==> src/rtl/engine_chain_param.sv <==
// One-hot NFA chain matching a literal/class rule with optional class* loops; one byte per en cycle.
// Match outputs and done appear the cycle after the deciding byte; no backpressure, en is always accepted.
module engine_chain_param #(
   parameter int                      NUM_STATES  = 22,
   parameter int                      NUM_CLASSES = 128,
   parameter logic [NUM_STATES*8-1:0] CLASS_SEL   = '0,
   parameter logic [NUM_STATES-1:0]   LOOP_MASK   = '0,
   parameter bit                      ANCHORED    = 1'b0,
   parameter int                      DEPTH       = 0,
   parameter int                      OFS_W       = 16,
   parameter int                      CNT_W       = 8
) (
   input  logic                   clk,
   input  logic                   rst,
   input  logic                   sod,
   input  logic                   en,
   input  logic                   eod,
   input  logic [NUM_CLASSES-1:0] in_class,
   output logic                   match,
   output logic                   match_pulse,
   output logic [OFS_W-1:0]       match_offset,
   output logic [CNT_W-1:0]       match_count,
   output logic                   done
);

   typedef enum logic [1:0] {S_IDLE, S_SCAN, S_STOP} state_t;

   state_t                r_state;
   state_t                w_state_nxt;
   logic [NUM_STATES-1:0] r_active;
   logic [OFS_W-1:0]      r_byte_cnt;
   logic                  r_match;
   logic                  r_match_pulse;
   logic [OFS_W-1:0]      r_match_offset;
   logic [CNT_W-1:0]      r_match_count;
   logic                  r_done;

   logic [NUM_STATES-1:0] w_cls;
   logic [NUM_STATES-1:0] w_reach;
   logic [NUM_STATES-1:0] w_next;
   logic                  w_limit;
   logic                  w_scan_en;
   logic                  w_proc;
   logic                  w_hit;
   logic                  w_stop;
   logic                  w_unused;

   if (NUM_STATES < 2) begin : g_bad_states
      $error("engine_chain_param: NUM_STATES must be at least 2");
   end
   if (LOOP_MASK[NUM_STATES-1]) begin : g_bad_loop
      $error("engine_chain_param: the final chain position cannot be a loop");
   end

   // Class lines not selected by any position are intentionally left unread.
   assign w_unused = ^in_class;

   assign w_reach[0] = ANCHORED ? (r_byte_cnt == '0) : 1'b1;

   for (genvar k = 0; k < NUM_STATES; k++) begin : g_chain
      localparam int SEL = int'(CLASS_SEL[8*k +: 8]);
      if (SEL < NUM_CLASSES) begin : g_sel
         assign w_cls[k] = in_class[SEL];
      end else begin : g_nosel
         assign w_cls[k] = 1'b0;
      end
      assign w_next[k] = w_cls[k] & (w_reach[k] | (LOOP_MASK[k] & r_active[k]));
      // A loop position may match zero bytes, so reachability passes straight through it.
      if (k < NUM_STATES-1) begin : g_reach
         assign w_reach[k+1] = r_active[k] | (LOOP_MASK[k] & w_reach[k]);
      end
   end

   if (DEPTH == 0) begin : g_nolimit
      assign w_limit = 1'b0;
   end else begin : g_limit
      localparam logic [OFS_W-1:0] DEPTH_V = OFS_W'(DEPTH);
      assign w_limit = (r_byte_cnt >= DEPTH_V);
   end

   assign w_scan_en = (r_state == S_SCAN) & en & ~sod;
   assign w_proc    = w_scan_en & ~w_limit;
   assign w_hit     = w_proc & w_next[NUM_STATES-1];
   assign w_stop    = w_scan_en & (w_limit | eod);

   always_comb begin
      w_state_nxt = r_state;
      if (sod) begin
         w_state_nxt = S_SCAN;
      end else if (w_stop) begin
         w_state_nxt = S_STOP;
      end
   end

   always_ff @(posedge clk or posedge rst) begin
      if (rst) begin
         r_state <= S_IDLE;
      end else begin
         r_state <= w_state_nxt;
      end
   end

   always_ff @(posedge clk or posedge rst) begin
      if (rst) begin
         r_active       <= '0;
         r_byte_cnt     <= '0;
         r_match        <= 1'b0;
         r_match_pulse  <= 1'b0;
         r_match_offset <= '0;
         r_match_count  <= '0;
         r_done         <= 1'b0;
      end else begin
         r_match_pulse <= 1'b0;
         r_done        <= w_stop;
         if (sod) begin
            r_active       <= '0;
            r_byte_cnt     <= '0;
            r_match        <= 1'b0;
            r_match_offset <= '0;
            r_match_count  <= '0;
         end else if (w_proc) begin
            r_active <= w_next;
            if (r_byte_cnt != '1) begin
               r_byte_cnt <= r_byte_cnt + OFS_W'(1);
            end
            if (w_hit) begin
               r_match <= 1'b1;
               if (r_match_count != '1) begin
                  r_match_count <= r_match_count + CNT_W'(1);
               end
               if (!r_match) begin
                  r_match_offset <= r_byte_cnt;
                  r_match_pulse  <= 1'b1;
               end
            end
         end else if (w_scan_en) begin
            // Byte arrived past the depth limit: drop it and flush the chain.
            r_active <= '0;
         end
      end
   end

   assign match        = r_match;
   assign match_pulse  = r_match_pulse;
   assign match_offset = r_match_offset;
   assign match_count  = r_match_count;
   assign done         = r_done;

endmodule

==> config.mk <==
export PLATFORM = sky130hd
export DESIGN_NAME = engine_chain_param
export DESIGN_NICKNAME = d
export VERILOG_FILES = /design/src/rtl/engine_chain_param.sv
export SDC_FILE = /design/constraint.sdc
export NUM_CORES = 1
export LEC_CHECK = 0
export ABC_CLOCK_PERIOD_IN_PS = 5100
export BUFFER_PORTS_ARGS = -buffer_cell sky130_fd_sc_hd__buf_2
export CAP_MARGIN = 0
export CORE_MARGIN = 4
export CORE_UTILIZATION = 38
export CTS_CLUSTER_DIAMETER = 40
export DETAILED_ROUTE_END_ITERATION = 10
export GPL_ROUTABILITY_DRIVEN = 0
export GPL_TIMING_DRIVEN = 0
export HOLD_SLACK_MARGIN = 0.1
export PLACE_DENSITY = 0.7
export SYNTH_ARGS = -nofsm -noshare
export SYNTH_HDL_FRONTEND = slang
export SYNTH_SLANG_ARGS = --single-unit
==> constraint.sdc <==
create_clock -name clk -period 5.1 [get_ports clk]
set_input_delay 0 -clock clk [delete_from_list [all_inputs] [get_ports clk]]
set_output_delay 0 -clock clk [all_outputs]
set_load 0.05 [all_outputs]
==> results of run 1 <==
## metrics by stage
| step | util [%] | hold slack [ns] |
|---|---|---|
| finish | 45.8 | 0.156 |
| global route | 45.8 | 0.210 |
| CTS | 45.8 | 0.160 |
| detailed placement | 42.8 | 0.172 |
| global placement | 42.5 | 0.265 |
| floorplan | - | 0.131 |
## Yosys cell counts
cell type,n
dfrtp_1,66
nand4_1,10
o221ai_1,1
or4_1,2
or4_4,1
a311o_1,1
o21a_1,1
or3_1,2
xor2_1,2
clkbuf_1,15
nor3_1,7
nand2_1,25
a22o_1,20
mux2_4,2
a21o_1,1
nand3_1,11
and3b_1,1
o22ai_1,1
a21oi_1,21
and2_1,1
nor4_1,7
o21a_4,1
buf_2,3
ha_1,2
and3_1,3
nand4_2,1
buf_6,2
xnor2_1,4
nand3b_1,2
nor2b_1,4
a31oi_1,2
inv_1,8
nand4b_1,2
o31ai_1,3
and4_1,3
buf_1,1
nor2_1,17
o21ai_0,26
a311oi_1,1
nand2b_1,1
mux2_2,5
## how the worst max path moves through the flow
stage | depth (start not counted) | slack, ns | startpoint | to
after floorplan | 5 | 3.11 | match_count[2]$_DFFE_PP0P_ | match_count[5]$_DFFE_PP0P_
after global placement | 2 | 2.67 | rst | match_offset[11]$_DFFE_PP0P_
after detailed placement | 5 | 3.04 | r_state[1]$_DFFE_PP0P_ | match_offset[0]$_DFFE_PP0P_
after CTS | 5 | 3.04 | r_state[1]$_DFFE_PP0P_ | match_offset[0]$_DFFE_PP0P_
after global routing | 5 | 2.85 | r_state[1]$_DFFE_PP0P_ | match_offset[0]$_DFFE_PP0P_
final | 6 | 3.04 | r_byte_cnt[1]$_DFFE_PP0P_ | r_byte_cnt[0]$_DFFE_PP0P_
## sequential cells by signal, indices dropped and copies added (netlist names)
register / count
r_active: 21
match_offset: 16
r_byte_cnt: 16
match_count: 8
r_state: 2
done: 1
match: 1
match_pulse: 1
## layer usage
| metal | vias to the layer above | GRT usage, % |
|---|---|---|
| met5 | - | 0 |
| met4 | 0 | 6.78 |
| met3 | 13 | 4.34 |
| met2 | 59 | 24.3 |
| met1 | 1202 | 20.4 |
| li1 | 1152 | - |
## power groups by stage
stage	Combinational [mW]	Sequential (mW)	Clock, mW
floorplan	0.0423	0.547	0
global placement	0.0574	0.549	0
detailed placement	0.0609	0.549	0
CTS	0.0627	0.539	0.463
global route	0.0702	0.540	0.481
finish	0.0617	0.539	0.453
## worst register-to-register path, delay by kind of cell (launching register included)
family | cells | cell delay (ns)
mux | 1 | 0.29
buf+inv | 1 | 0.15
simple gates | 2 | 0.63
compound gates | 1 | 0.14
fa+ha+maj | 1 | 0.26
flops | 1 | 0.47
## cell families after synthesis
logic type      share of synthesized area (%)
simple gates                             17.8
mux                                      2.90
flops                                    55.4
compound gates                           17.1
xor+xnor                                 1.76
buf+inv                                  4.28
fa+ha+maj                               0.839
## area by class of cell
type	instances	area [µm²]
buffer	21	97.6
clock inverter	6	65.1
clock buffer	10	138
sequential	66	1650
multi-input combinational	194	1200
inverter	8	30.0
fill	765	4170
timing repair buffer	36	210
tap	102	128
## repair_timing
item / CTS / global route
endpoints found under the setup margin: 0 / 0
hold buffers: 3 / 0
hold endpoints to repair: 37 / 0
==> run_results.csv, run 1 <==
group,metric,value,unit
run_status,status,"finished clean",
sta,setup_ws,3.04,ns
drt,drcViolationCount,0,
power_and_ir_drop,p_int,0.792,mW
sta,finalSetupViolCount,0,
yosys,synthesis.nets,424,
yosys,synthTopCellsByArea,"dfrtp_1 55%, a22o_1 5.9%, o21ai_0 4.4%, a21oi_1 3.5%, nand2_1 3.1%",
critical_path,worstReg2RegStart,"r_byte_cnt[1]$_DFFE_PP0P_",
floorplan,initial_utilization,38.8,%
critical_path,worstSetupEndpointType,"flop",
drt,top_layer_used,"met4",
cts,cts-buffers-inserted,9,
critical_path,crit_type,"reg2reg",
worst_hold_path,holdPathEnd,"done$_DFF_PP0_",
placed_design,dpl_cell_area,3290,µm²
critical_path,critPathBufInv,1,
global_route,overflow,0,
floorplan,io-pin-count,160,
yosys,yosysWarnings,0,
final_layout,drive_gt1_share,19.1,%
critical_path,cp-start-kind,"flop",
power_and_ir_drop,power_frac_comb,5.9,%
yosys,synth_top_area_share,55.4,%
cts,clkSinkCount,66,
yosys,synth.distinct_cells,41,
sta,fin_tns_setup,0,ns
critical_path,critical_path.slowest_cell,"or4_4",
floorplan,die_w,96.6,µm
critical_path,worst-endpoint-required,5.34,ns
global_route,antenna_found_initial,0,
power_and_ir_drop,vdd_drop_max,0.126,mV
power_and_ir_drop,p_sw_share,24.9,%
yosys,ys_seq_elements,66,
global_route,grt_max_degree,35,
sta,rsz0062_at_grt,"no",
flow_run,cap_violations,0,
critical_path,worstPathCellList,"ha_1, nand4_1, or4_4, buf_6, o21a_4, mux2_4",
sta,max_freq,486,MHz
worst_hold_path,hold_class,"in2reg",
power_and_ir_drop,power_density,299,nW/µm²
floorplan,chipHeight,96.6,µm
drt,drtIter0Drc,104,
cts,postCtsResizedCells,0,
final_layout,stdcell_count,443,
placed_design,placed_cells,424,
critical_path,ff2ff_path_depth,6,
drt,drt-met1-wl,3070,µm
power_and_ir_drop,p_total,1.05,mW
floorplan,rows,32,
yosys,syn_inst,289,
cts,clkLatencyLatePin,0.36,ns
critical_path,cp.arrival,2.30,ns
final_layout,area_delta_synth_final,18.1,%
sta,finalHoldViolCount,0,
sta,slew_violations,0,
yosys,ys_seq_area_share,55.4,%
final_layout,fin_area,3520,µm²
final_layout,num_antenna_cells,0,
floorplan,die_area,9330,µm²
critical_path,reg2reg_slack,3.04,ns
power_and_ir_drop,share_seq_of_total_power,51.1,%
cts,post_cts_buffers,0,
drt,wl,6700,µm
cts,cts-root-buf,"clkbuf_8",
cts,clk_path_buf_depth,2,
placed_design,dpl.hpwl,4630,µm
drt,vias,2426,
critical_path,slowest_delay,0.50,ns
floorplan,core-area,7690,µm²
final_layout,final_cell_mix,"66 x dfrtp_1, 35 x buf_2, 26 x o21ai_0, 25 x nand2_1, 21 x a21oi_1",
placed_design,numPortBuffers,32,
drt,ant_nets,0,
yosys,synth_area,2980,µm²
sta,min_period_over_period,40.3,%
sta,worst_slew_pin_slew,0.727,ns
power_and_ir_drop,p_leak,1.60,nW
cts,path_clk_slew,0.09,ns
placed_design,dpl_worst_slack,3.04,ns
drt,drt_first_pass_iters,4,
drt,routed-wl-met3,400,µm
critical_path,crit_fanout,9,
power_and_ir_drop,p_sw,0.263,mW
sta,slew_headroom,51.2,%
power_and_ir_drop,p_clk_share,43.0,%
worst_hold_path,min_delay_path_depth,5,
drt,post_drt_wl_per_cell,15.1,µm
cts,cts_tree,"yes",
final_layout,layout_commonest_cell,"dfrtp_1",
worst_hold_path,worst_hold_startpoint,"sod",
sta,finClkSkew,0.0179,ns
global_route,groute.usage.overall,15.6,%
global_route,grt_pass1_vias,2320,
critical_path,r2r_end,"r_byte_cnt[0]$_DFFE_PP0P_",
critical_path,crit_family,"simple AND/OR/NAND/NOR gates",
drt,routed-wl-met2,3110,µm
sta,fin_crit,2.06,ns
final_layout,finalNetCount,471,
global_route,grt_pass1_wl,11100,µm
yosys,synth_area_per_cell,10.3,µm²
cts,cts_max_level,3,
drt,vias_per_cell,5.48,
yosys,synth_area_leader_cell,"dfrtp_1",
Power figures use the tool's default switching activity.
==> run 2, diff against run 1 <==
Settings changed: ABC_CLOCK_PERIOD_IN_PS 5100 to 1700, PLACE_DENSITY 0.7 to 0.72.
Clock period 5.1 ns to 1.7 ns, I/O delays scaled along.
==> run 2 against run 1 <==
The flow now finishes with violations (negative setup slack). Combinational power increased to 4.3 times the previous value. Sequential power increased to 3.0 times the previous value. Setup slack got worse by 3.1 ns. Non-clock buffer count increased by 16. Clock power increased to 2.8 times the previous value.
==> run_results.csv, run 2 (synthesized netlist as in run 1, its figures left out) <==
group,metric,value,unit
power_and_ir_drop,power_density,832,nW/µm²
global_route,grt_pass1_wl,11100,µm
final_layout,post-route-util,49.3,%
floorplan,chipHeight,96.6,µm
final_layout,seq_area,1670,µm²
critical_path,cp-start-kind,"flop",
cts,clk_path_buf_depth,2,
placed_design,numPortBuffers,32,
final_layout,num_antenna_cells,0,
sta,finClkSkew,0.00305,ns
final_layout,finalNetCount,488,
critical_path,worstReg2RegStart,"r_byte_cnt[0]$_DFFE_PP0P_",
floorplan,rows,32,
critical_path,worstPathCellList,"ha_4, nand4_1, or4_4, o21a_4, mux2_4",
floorplan,io-pin-count,160,
sta,min_period_over_period,101,%
final_layout,final_cell_mix,"53 x dfrtp_1, 34 x buf_2, 26 x o21ai_0, 25 x nand2_1, 21 x a21oi_1",
sta,finalHoldViolCount,0,
drt,vias_per_cell,5.40,
critical_path,slowest_delay,0.51,ns
drt,post_drt_wl_per_cell,14.9,µm
critical_path,critical_path.slowest_cell,"or4_4",
power_and_ir_drop,vdd_drop_max,0.355,mV
cts,cts-buffers-inserted,9,
floorplan,initial_utilization,38.8,%
floorplan,core-area,7690,µm²
run_status,violations,"negative setup slack",
sta,fin_crit,1.71,ns
critical_path,crit_type,"reg2reg",
drt,drtIter0Drc,148,
cts,path_clk_slew,0.07,ns
critical_path,cp-startpoint,"r_byte_cnt[0]$_DFFE_PP0P_",
global_route,grt.busiest_layer,"met2",
critical_path,worst-endpoint-required,1.93,ns
global_route,overflow,0,
sta,finalHoldWorstSlack,0.147,ns
sta,setup_ws,-0.0125,ns
drt,ant_nets,0,
critical_path,worstSetupEndpointType,"flop",
drt,drt_first_pass_iters,4,
final_layout,drive_gt1_share,31.6,%
floorplan,die_area,9330,µm²
worst_hold_path,worst_hold_startpoint,"in_class[0]",
sta,finalSetupViolCount,2,
final_layout,fillers,719,
cts,clkLatencyLatePin,0.34,ns
global_route,grt_pass1_vias,2299,
placed_design,dpl.hpwl,4510,µm
cts,clkSinkCount,66,
critical_path,cp.arrival,1.94,ns
final_layout,regMostFlops,"r_active",
global_route,grtUsageMet3,4.57,%
drt,drcViolationCount,0,
global_route,grt_use_met1,20.6,%
floorplan,die_w,96.6,µm
global_route,antenna_found_initial,0,
run_status,status,"finished with violations",
sta,worst_slew_pin_slew,0.538,ns
drt,wl,6850,µm
final_layout,largest_reg_flops,21,
final_layout,layout_commonest_cell,"dfrtp_1",
placed_design,dpl_worst_slack,-0.298,ns
critical_path,crit_fanout,4,
sta,slew_violations,0,
flow_run,cap_violations,0,
cts,cts_tree,"yes",
drt,vias,2485,
power_and_ir_drop,p_leak,1.68,nW
cts,cts_max_level,3,
final_layout,multiInputGateArea,1320,µm²
worst_hold_path,hold_class,"in2reg",
power_and_ir_drop,p_total,3.15,mW
cts,cts-root-buf,"clkbuf_8",
sta,slew_headroom,64.2,%
global_route,grt_max_degree,44,
sta,rsz0062_at_grt,"yes",
final_layout,area_delta_synth_final,27.0,%
sta,max_freq,584,MHz
global_route,groute.usage.overall,15.5,%
sta,fin_tns_setup,-0.0217,ns
global_route,use_met2,24.3,%
[run 2: changes by cell type in the layout (fill, tap and decap cells not counted), moves of 3 or more]
| cell | previous run | this run |
|---|---|---|
| clkbuf_1 | 15 | 9 |
| clkbuf_2 | 0 | 3 |
| buf_4 | 0 | 20 |
| nor4_1 | 7 | 3 |
| dfrtp_2 | 0 | 13 |
| dfrtp_1 | 66 | 53 |
[run 2: what timing repair did]
item	CTS	global route
hold buffers	2	0
resized for setup	19	15
setup buffers	6	13
pin swaps	3	7
endpoints found under the setup margin	31	30
cloned	0	2
endpoints found under the hold margin	26	0
[run 2: critical path: cells and delay by family, from the launching register on]
family                     cells  cell delay [ns]
and+or+nand+nor                2             0.60
DFF                            1             0.40
muxes                          1             0.29
AOI/OAI and AO/OA              1             0.16
adders and majority gates      1             0.15
[run 2: final timing paths]
path	depth (start not counted)	slack (ns)	endpoint
worst max-delay path	5	-0.01	r_byte_cnt[1]$_DFFE_PP0P_
worst min-delay path	4	0.15	match_count[4]$_DFFE_PP0P_
worst max register to register	5	-0.01	r_byte_cnt[1]$_DFFE_PP0P_
worst min register to register	1	0.49	r_active[14]$_DFFE_PP0P_
max in group asynchronous	4	0.86	r_byte_cnt[9]$_DFFE_PP0P_
min in group asynchronous	3	0.24	match_count[7]$_DFFE_PP0P_
[run 2: layout make-up]
| cell class | instances | area share, % |
|---|---|---|
| plain buffers | 18 | 2.61 |
| multi-input cells | 195 | 34.9 |
| flip-flops and latches | 66 | 44.0 |
| inverters | 8 | 0.793 |
| clock buffers | 9 | 3.27 |
| clock inverters | 7 | 1.82 |
| well taps | 102 | 3.37 |
| repair buffers | 55 | 9.18 |
[run 2: metrics by stage]
step	area, µm²	instances
2_1_floorplan	3020	289
3_3_place_gp	3310	423
3_5_place_dp	3330	424
4_1_cts	3640	446
5_1_grt	3790	460
6_report	3790	460
[run 2: report_power, final]
| group | leakage [nW] | internal, mW | switching, mW | total, mW |
|---|---|---|---|---|
| clock | 0.0954 | 0.673 | 0.602 | 1.28 |
| sequential | 0.893 | 1.59 | 0.0192 | 1.61 |
| combinational | 0.696 | 0.108 | 0.156 | 0.264 |
| total | 1.68 | 2.37 | 0.778 | 3.15 |
[run 2: layer usage]
metal / up-vias / wire length (µm) / part of all wire [%]
li1: 1194 / - / -
met4: 0 / 121 / 1.8
met5: - / 0 / 0
met2: 91 / 3150 / 46
met1: 1186 / 3070 / 45
met3: 14 / 500 / 7.3
